## config.mk

```make
export PLATFORM = sky130hd
export DESIGN_NAME = obi_rr_mux
export DESIGN_NICKNAME = d
export VERILOG_FILES = /design/src/rtl/obi_rr_mux.sv
export SDC_FILE = /design/constraint.sdc
export NUM_CORES = 1
export LEC_CHECK = 0
export ABC_CLOCK_PERIOD_IN_PS = 3050
export CAP_MARGIN = 10
export CORE_AREA = 4 4 165 167
export DETAILED_ROUTE_END_ITERATION = 8
export DIE_AREA = 0 0 169 171
export HOLD_SLACK_MARGIN = 0.1
export REMOVE_ABC_BUFFERS = 1
export SETUP_SLACK_MARGIN = 0.5
export SYNTH_ARGS = -nofsm -noshare
export SYNTH_HDL_FRONTEND = slang
export SYNTH_SLANG_ARGS = --single-unit
```

## constraint.sdc

```tcl
create_clock -name clk_i -period 3.05 [get_ports clk_i]
set_input_delay 0.4575 -clock clk_i [delete_from_list [all_inputs] [get_ports clk_i]]
set_output_delay 0.4575 -clock clk_i [all_outputs]
set_load 0.005 [all_outputs]
```

## src/rtl/obi_rr_mux.sv

```systemverilog
// rtl/obi_rr_mux.sv - round-robin N:1 OBI multiplexer with in-order response routing
// Grant is zero-latency; issued port indices are queued so responses route back in order.
module obi_rr_mux #(
    parameter int unsigned NumSbrPorts = 4,
    parameter int unsigned MaxTrans    = 4,
    parameter int unsigned AddrWidth   = 32,
    parameter int unsigned DataWidth   = 32,
    localparam int unsigned BeWidth    = DataWidth / 8
) (
    input  logic                                  clk_i,
    input  logic                                  rst_i,
    input  logic [NumSbrPorts-1:0]                sbr_req_i,
    output logic [NumSbrPorts-1:0]                sbr_gnt_o,
    input  logic [NumSbrPorts-1:0][AddrWidth-1:0] sbr_addr_i,
    input  logic [NumSbrPorts-1:0]                sbr_we_i,
    input  logic [NumSbrPorts-1:0][BeWidth-1:0]   sbr_be_i,
    input  logic [NumSbrPorts-1:0][DataWidth-1:0] sbr_wdata_i,
    output logic [NumSbrPorts-1:0]                sbr_rvalid_o,
    output logic [DataWidth-1:0]                  sbr_rdata_o,
    output logic                                  sbr_err_o,
    output logic                                  mgr_req_o,
    input  logic                                  mgr_gnt_i,
    output logic [AddrWidth-1:0]                  mgr_addr_o,
    output logic                                  mgr_we_o,
    output logic [BeWidth-1:0]                    mgr_be_o,
    output logic [DataWidth-1:0]                  mgr_wdata_o,
    input  logic                                  mgr_rvalid_i,
    input  logic [DataWidth-1:0]                  mgr_rdata_i,
    input  logic                                  mgr_err_i,
    output logic                                  fault_o
);
    localparam int unsigned IdxW = $clog2(NumSbrPorts);
    localparam int unsigned CntW = $clog2(MaxTrans + 1);
    localparam int unsigned PtrW = (MaxTrans > 1) ? $clog2(MaxTrans) : 1;
    localparam logic [IdxW-1:0] LastIdx = IdxW'(NumSbrPorts - 1);
    localparam logic [CntW-1:0] FullCnt = CntW'(MaxTrans);
    localparam logic [PtrW-1:0] LastPtr = PtrW'(MaxTrans - 1);

    logic [IdxW-1:0] rr_ptr_q, rr_ptr_d;
    logic            lock_q, lock_d;
    logic [IdxW-1:0] lock_idx_q, lock_idx_d;
    logic [CntW-1:0] cnt_q, cnt_d;
    logic [PtrW-1:0] wr_ptr_q, wr_ptr_d;
    logic [PtrW-1:0] rd_ptr_q, rd_ptr_d;
    logic            fault_q, fault_d;
    logic [IdxW-1:0] id_fifo_q [MaxTrans];

    // While reset is high the outputs must already look like the cleared state.
    logic [IdxW-1:0] rr_ptr_eff;
    logic            lock_eff;
    logic [CntW-1:0] cnt_eff;
    assign rr_ptr_eff = rst_i ? '0 : rr_ptr_q;
    assign lock_eff   = ~rst_i & lock_q;
    assign cnt_eff    = rst_i ? '0 : cnt_q;

    logic [IdxW-1:0] arb_idx;
    logic            arb_found;
    logic [IdxW-1:0] sel_idx;
    logic            empty, full, hs, pop;
    int unsigned     cand;

    always_comb begin
        arb_idx   = '0;
        arb_found = 1'b0;
        cand      = 0;
        for (int unsigned off = 0; off < NumSbrPorts; off++) begin
            cand = (32'(rr_ptr_eff) + off) % NumSbrPorts;
            if (!arb_found && sbr_req_i[IdxW'(cand)]) begin
                arb_found = 1'b1;
                arb_idx   = IdxW'(cand);
            end
        end
    end

    assign sel_idx   = lock_eff ? lock_idx_q : arb_idx;
    assign empty     = (cnt_eff == '0);
    assign full      = (cnt_eff == FullCnt);
    assign mgr_req_o = (lock_eff | arb_found) & ~full;
    assign hs        = mgr_req_o & mgr_gnt_i;
    assign pop       = mgr_rvalid_i & ~empty;

    assign mgr_addr_o  = sbr_addr_i[sel_idx];
    assign mgr_we_o    = sbr_we_i[sel_idx];
    assign mgr_be_o    = sbr_be_i[sel_idx];
    assign mgr_wdata_o = sbr_wdata_i[sel_idx];
    assign sbr_rdata_o = mgr_rdata_i;
    assign sbr_err_o   = mgr_err_i;
    assign fault_o     = fault_q;

    always_comb begin
        sbr_gnt_o    = '0;
        sbr_rvalid_o = '0;
        if (hs) begin
            sbr_gnt_o[sel_idx] = 1'b1;
        end
        if (pop) begin
            sbr_rvalid_o[id_fifo_q[rd_ptr_q]] = 1'b1;
        end
    end

    always_comb begin
        rr_ptr_d   = rr_ptr_q;
        lock_d     = lock_q;
        lock_idx_d = lock_idx_q;
        wr_ptr_d   = wr_ptr_q;
        rd_ptr_d   = rd_ptr_q;
        cnt_d      = cnt_q + CntW'(hs) - CntW'(pop);
        fault_d    = fault_q | (mgr_rvalid_i & empty);
        if (hs) begin
            rr_ptr_d = (sel_idx == LastIdx) ? '0 : sel_idx + 1'b1;
            lock_d   = 1'b0;
            wr_ptr_d = (wr_ptr_q == LastPtr) ? '0 : wr_ptr_q + 1'b1;
        end else if (mgr_req_o) begin
            lock_d     = 1'b1;
            lock_idx_d = sel_idx;
        end
        if (pop) begin
            rd_ptr_d = (rd_ptr_q == LastPtr) ? '0 : rd_ptr_q + 1'b1;
        end
    end

    always_ff @(posedge clk_i) begin
        if (rst_i) begin
            rr_ptr_q   <= '0;
            lock_q     <= 1'b0;
            lock_idx_q <= '0;
            cnt_q      <= '0;
            wr_ptr_q   <= '0;
            rd_ptr_q   <= '0;
            fault_q    <= 1'b0;
        end else begin
            rr_ptr_q   <= rr_ptr_d;
            lock_q     <= lock_d;
            lock_idx_q <= lock_idx_d;
            cnt_q      <= cnt_d;
            wr_ptr_q   <= wr_ptr_d;
            rd_ptr_q   <= rd_ptr_d;
            fault_q    <= fault_d;
        end
    end

    always_ff @(posedge clk_i) begin
        if (!rst_i && hs) begin
            id_fifo_q[wr_ptr_q] <= sel_idx;
        end
    end
endmodule

```

Yosys cells after proc, flatten, opt, wreduce, memory -nomap -nowiden
Memories as Yosys holds them, arrays and structs flattened. A register that Yosys moved wholly into a read port is not among the register bits. Index checks and enable logic that the tools add are counted.

$lt $le $gt $ge: 8. $add $sub $neg: 8. Equal/unequal tests: 4. Reduce and logical (&&, ||, !) cells: 13. Bitwise operators: 11. Multiplexer cells: 40.

Operators with widths (number): binary-select mux 32 bit (select 2 bit) (2); two-way mux 32 bit (2); two-way mux 2 bit (11); < comparator 2 x 3 -> 1 bit (second input constant) (6); two-way mux 1 bit (13); two-way mux 4 bit (3); binary-select mux 1 bit (select 2 bit) (5); adder 2 x 1 -> 2 bit (second input constant) (4); binary-select mux 4 bit (select 2 bit) (1); equality test 2 bit (second input constant) (3); logical AND 1 bit (6); AND 1 bit (5); adder 2 bit (second input constant) (2); demux 1 bit (select 2 bit) (2); >= comparator 2 x 1 -> 1 bit (second input constant) (2); logical NOT 1 bit (4); inverter 1 bit (4); adder 3 x 1 -> 3 bit (1); equality test 3 bit (second input constant) (1); logical NOT 3 bit (1); two-way mux 3 bit (1); subtractor 3 x 1 -> 3 bit (1); bitwise OR 1 bit (2); AND reduction 2 bit (1); OR reduction 2 bit (1).

Output and inout bits: 112. Memory bits (writable): 8. Input port bits: 317. Word-level logic and storage cells: 92. Register bits: 13. Memories kept: 1.

Memories: id_fifo_q (words 4, bits a word 2, read ports 1, clocked after Yosys merged registers in 1, wr ports 1, RTL line 46) `logic [IdxW-1:0] id_fifo_q [MaxTrans];`.

Depth between registers and ports, before layout
Depth after elaboration: 19. Depth in mapped cells: 15. Depth with buffers taken out: 14.

Worst setup path before layout
OpenSTA, ideal clock, no wires.

Kind: input to register. From: input port rst_i. To: register cnt_q[2]. Buffers on the path: 1. Data arrival time: 2.726 ns. Data required time: 2.922 ns. Setup slack: 0.196 ns. Stages: 15. Cell sequence: buf_2 > inv_1 > o22a_1 > a22oi_1 > nand4_1 > nand2_1 > nor2_2 > inv_2 > ha_1 > inv_1 > ha_1 > inv_1 > fa_1 > xnor2_1 > nor2_1.

Cells in the longest elaborated chain, start to end: 18.

RTL lines: from (decl) (RTL line 11) `input logic rst_i,`; branches (longest 18 deep; another with adder 2 x 1 -> 2 bit); to (signal assigned) (RTL line 135) `cnt_q <= cnt_d;`; to (decl) (RTL line 42) `logic [CntW-1:0] cnt_q, cnt_d;`.

Several ways; the timed one is not identified. The select of a mux whose other input is x is not followed. A chain may end at the register's enable or synchronous reset.

Worst setup path in the final report
From: register rr_ptr_q[0]. To: output port mgr_wdata_o[4].

Cells in the longest elaborated chain, start to end: 16.

RTL lines: from (decl) (RTL line 39) `logic [IdxW-1:0] rr_ptr_q, rr_ptr_d;`; from (signal assigned) (RTL line 132) `rr_ptr_q <= rr_ptr_d;`; two-way mux 2 bit * (RTL line 52) `assign rr_ptr_eff = rst_i ? '0 : rr_ptr_q;`; branches (longest 11 deep; another with adder 2 x 1 -> 2 bit); two-way mux 2 bit * (RTL line 68) `if (!arb_found && sbr_req_i[IdxW'(cand)]) begin`; two-way mux 2 bit * (RTL line 75) `assign sel_idx = lock_eff ? lock_idx_q : arb_idx;`; binary-select mux 32 bit (select 2 bit) * (RTL line 85) `assign mgr_wdata_o = sbr_wdata_i[sel_idx];`; two-way mux 32 bit (not written as such) * (RTL line 85); to (decl) (RTL line 26) `output logic [DataWidth-1:0] mgr_wdata_o,`.

Every way passes the cells marked *. The select of a mux whose other input is x is not followed.

==> metrics.cfg <==
[run_status]
status = finished, violations left
violations = setup timing

[synthesis]
ys_warn_count = 0
seq_area_frac_synth = 0.129
synth_edf_count = 8
synth_cell_types = 55
syn_inst = 427
synth_seq_cells = 23
synth_ff_type = dfxtp_1
syn_area_per_cell_um2 = 9.84
synth_area_um2 = 4200
async_reset_ff_frac = 0

[setup_path]
crit_path_end_kind = primary output
cpMaxStageDelayCell = dfxtp_4
crit_chain = or2b_1, o22a_1, buf_6, a22oi_2, buf_4, a211oi_4, buf_12, buf_16, buf_12, buf_16, buf_6, mux2i_2, mux2i_1, buf_2
path_class = flop to primary output
path_max_fanout = 7
path_buf_inv = 8
worstPathArrival_ns = 2.93
required_ns = 2.59
rrSetupSlack_ns = -0.06
critPathMaxStageDelay_ns = 0.41
reg2reg_from = rr_ptr_q[0]$_SDFFE_PP0P_
critPathLaunchType = flop
critPathLaunch = rr_ptr_q[0]$_SDFFE_PP0P_
crit_family = buffers and inverters

[timing]
whs_ns = 0.478
skew_ns = 0.000926
tightestPinTransition_ns = 0.384
setup_viol = 75
worst_slack_ns = -0.340
fmax_mhz = 295
grt_setup_unrepaired = yes
post-route-period-util = 1.11
finalHoldViolCount = 0
slew_viol_final = 0
finalWorstPathRequiredPeriod_ns = 3.39
slew_headroom = 0.742

[detailed_routing]
vias = 5213
route.detailed.drc = 0
routed_wl_um = 24500
drt_pass1_iterations = 4
antenna_left = 0
wl_per_cell_um = 19.5
via_per_inst = 4.16
drtIter0Drc = 138

[grt]
grt_usage = 0.147
grt_pass1_wl_um = 32300
antenna_found_initial = 1
grt_pass1_vias = 5429
overflow = 0
grt_max_degree = 14

[clock_tree]
numCtsBuffers = 3
clk_path_buf_depth = 2
cts_max_level = 1
root_buffer = clkbuf_16
cts_tree = yes
ctsHoldBuffers = 0
cts.sinks = 23
clock_latency_ns = 0.25
clk_pin_slew_worst_paths_ns = 0.06

[layout]
finalNetCount = 1248
areaGrowthSynthToFinish_pct = 140
fin_area_um2 = 10100
num_antenna_cells = 0
drive_gt1_frac = 0.382
layout_commonest_cell = clkdlybuf4s50_1
layout_common_cells = clkdlybuf4s50_1, mux2i_1, buf_6

[floorplanning]
start_util = 0.163
ios = 429
num_rows = 59
die_w_um = 169
coreArea_um2 = 25800
die_h_um = 171
die_area_um2 = 28900

[pwr]
irDropWorstVdd_mv = 0.552
power.leakage_nw = 4.40
powerDensity_nw_per_um2 = 798

[placement]
dp_hpwl_um = 18900
numPortBuffers = 362
dp_worst_setup_slack_ns = -1.04
place_area_um2 = 8300
gp_congestion = 0.817

[hold_path]
min_from = fault_o$_SDFF_PP0_
hold_path.class = flop to flop

[job]
cap_violations = 0

-- worst min-delay path, stage by stage (launching register included) --
cell and delay [ns]:
dfxtp_1 0.33, a21oi_1 0.04, nor2_1 0.07
-- sequential cells by signal, indices dropped and copies added, names as in the netlist, named ones only --
register / flops
fault_o: 1
rd_ptr_q: 2
id_fifo_q: 8
cnt_q: 3
lock_q: 1
lock_idx_q: 2
wr_ptr_q: 2
rr_ptr_q: 2
-- Yosys cell counts, drive strengths merged (2+ instances only) --
library cell / count / area [um^2]
mux2i: 211 / 2110
buf: 57 / 571
nor2: 17 / 66.3
dfxtp: 15 / 300
inv: 13 / 51.3
ha: 11 / 138
nand2: 10 / 37.5
o21ai: 10 / 50.0
and2: 8 / 50.1
edfxtp: 8 / 240
a21oi: 6 / 30.0
a211oi: 5 / 47.5
bufbuf: 5 / 93.8
nor3: 5 / 25.0
nand2b: 3 / 18.8
nand3: 3 / 15.0
nand4: 3 / 18.8
nor2b: 3 / 18.8
nor3b: 3 / 22.5
a22o: 2 / 17.5
a32oi: 2 / 17.5
and3b: 2 / 17.5
mux4: 2 / 45.0
-- logic make-up after synthesis --
kind of cell               count (synthesis)  share of synthesized area
muxes                                    214                      0.516
AOI/OAI and AO/OA                         37                     0.0628
and+or+nand+nor                           63                     0.0798
xor gates and xnor gates                   2                    0.00417
DFF                                       23                      0.129
adders and majority gates                 12                     0.0375
buffers and inverters                     76                      0.171
-- where the power goes --
part           internal [W]  switching (W)
clock network      0.000176       0.000107
logic               0.00451        0.00276
registers          0.000414      0.0000847
total               0.00510        0.00295
-- per-stage QoR --
step                      std cells  setup TNS [ns]  power, W  utilization
after global placement         1133          -59.42   0.00561        0.322
after global routing           1253          -28.69   0.00856        0.392
final                          1253          -18.78   0.00806        0.392
after floorplan                 364         -625.04   0.00240            -
after CTS                      1215          -11.32   0.00738        0.369
after detailed placement       1133          -59.49   0.00561        0.322
-- worst paths after layout --
path / to / cells past startpoint
worst min register to register: fault_o$_SDFF_PP0_ / 2
worst max-delay path: mgr_wdata_o[4] / 14
worst min-delay path: fault_o$_SDFF_PP0_ / 2
worst max register to register: cnt_q[1]$_SDFF_PP0_ / 16
-- timing repair --
| item | in CTS | in global routing |
|---|---|---|
| gates resized for setup | 461 | 67 |
| gates cloned | 10 | 2 |
| setup endpoints to repair | 102 | 97 |
| buffers inserted | 68 | 36 |
| pin swaps | 26 | 18 |
-- routing by layer --
layer / track usage / vias up / wire, um
met1: 0.175 / 2444 / 9650
met5: 0.00502 / - / 0
met4: 0.00980 / 0 / 140
met2: 0.263 / 235 / 12600
li1: - / 2522 / -
met3: 0.0594 / 12 / 2050
-- area by class of cell --
| class | instances | area [um^2] |
|---|---|---|
| Clock buffer | 3 | 75.1 |
| Clock inverter | 1 | 5.00 |
| Fill cell | 2549 | 15700 |
| Inverter | 13 | 61.3 |
| Multi-Input combinational cell | 328 | 3390 |
| Sequential cell | 23 | 548 |
| Tap cell | 335 | 419 |
| Timing Repair Buffer | 550 | 5600 |
Note: power is estimated with default switching activity, not from simulation.
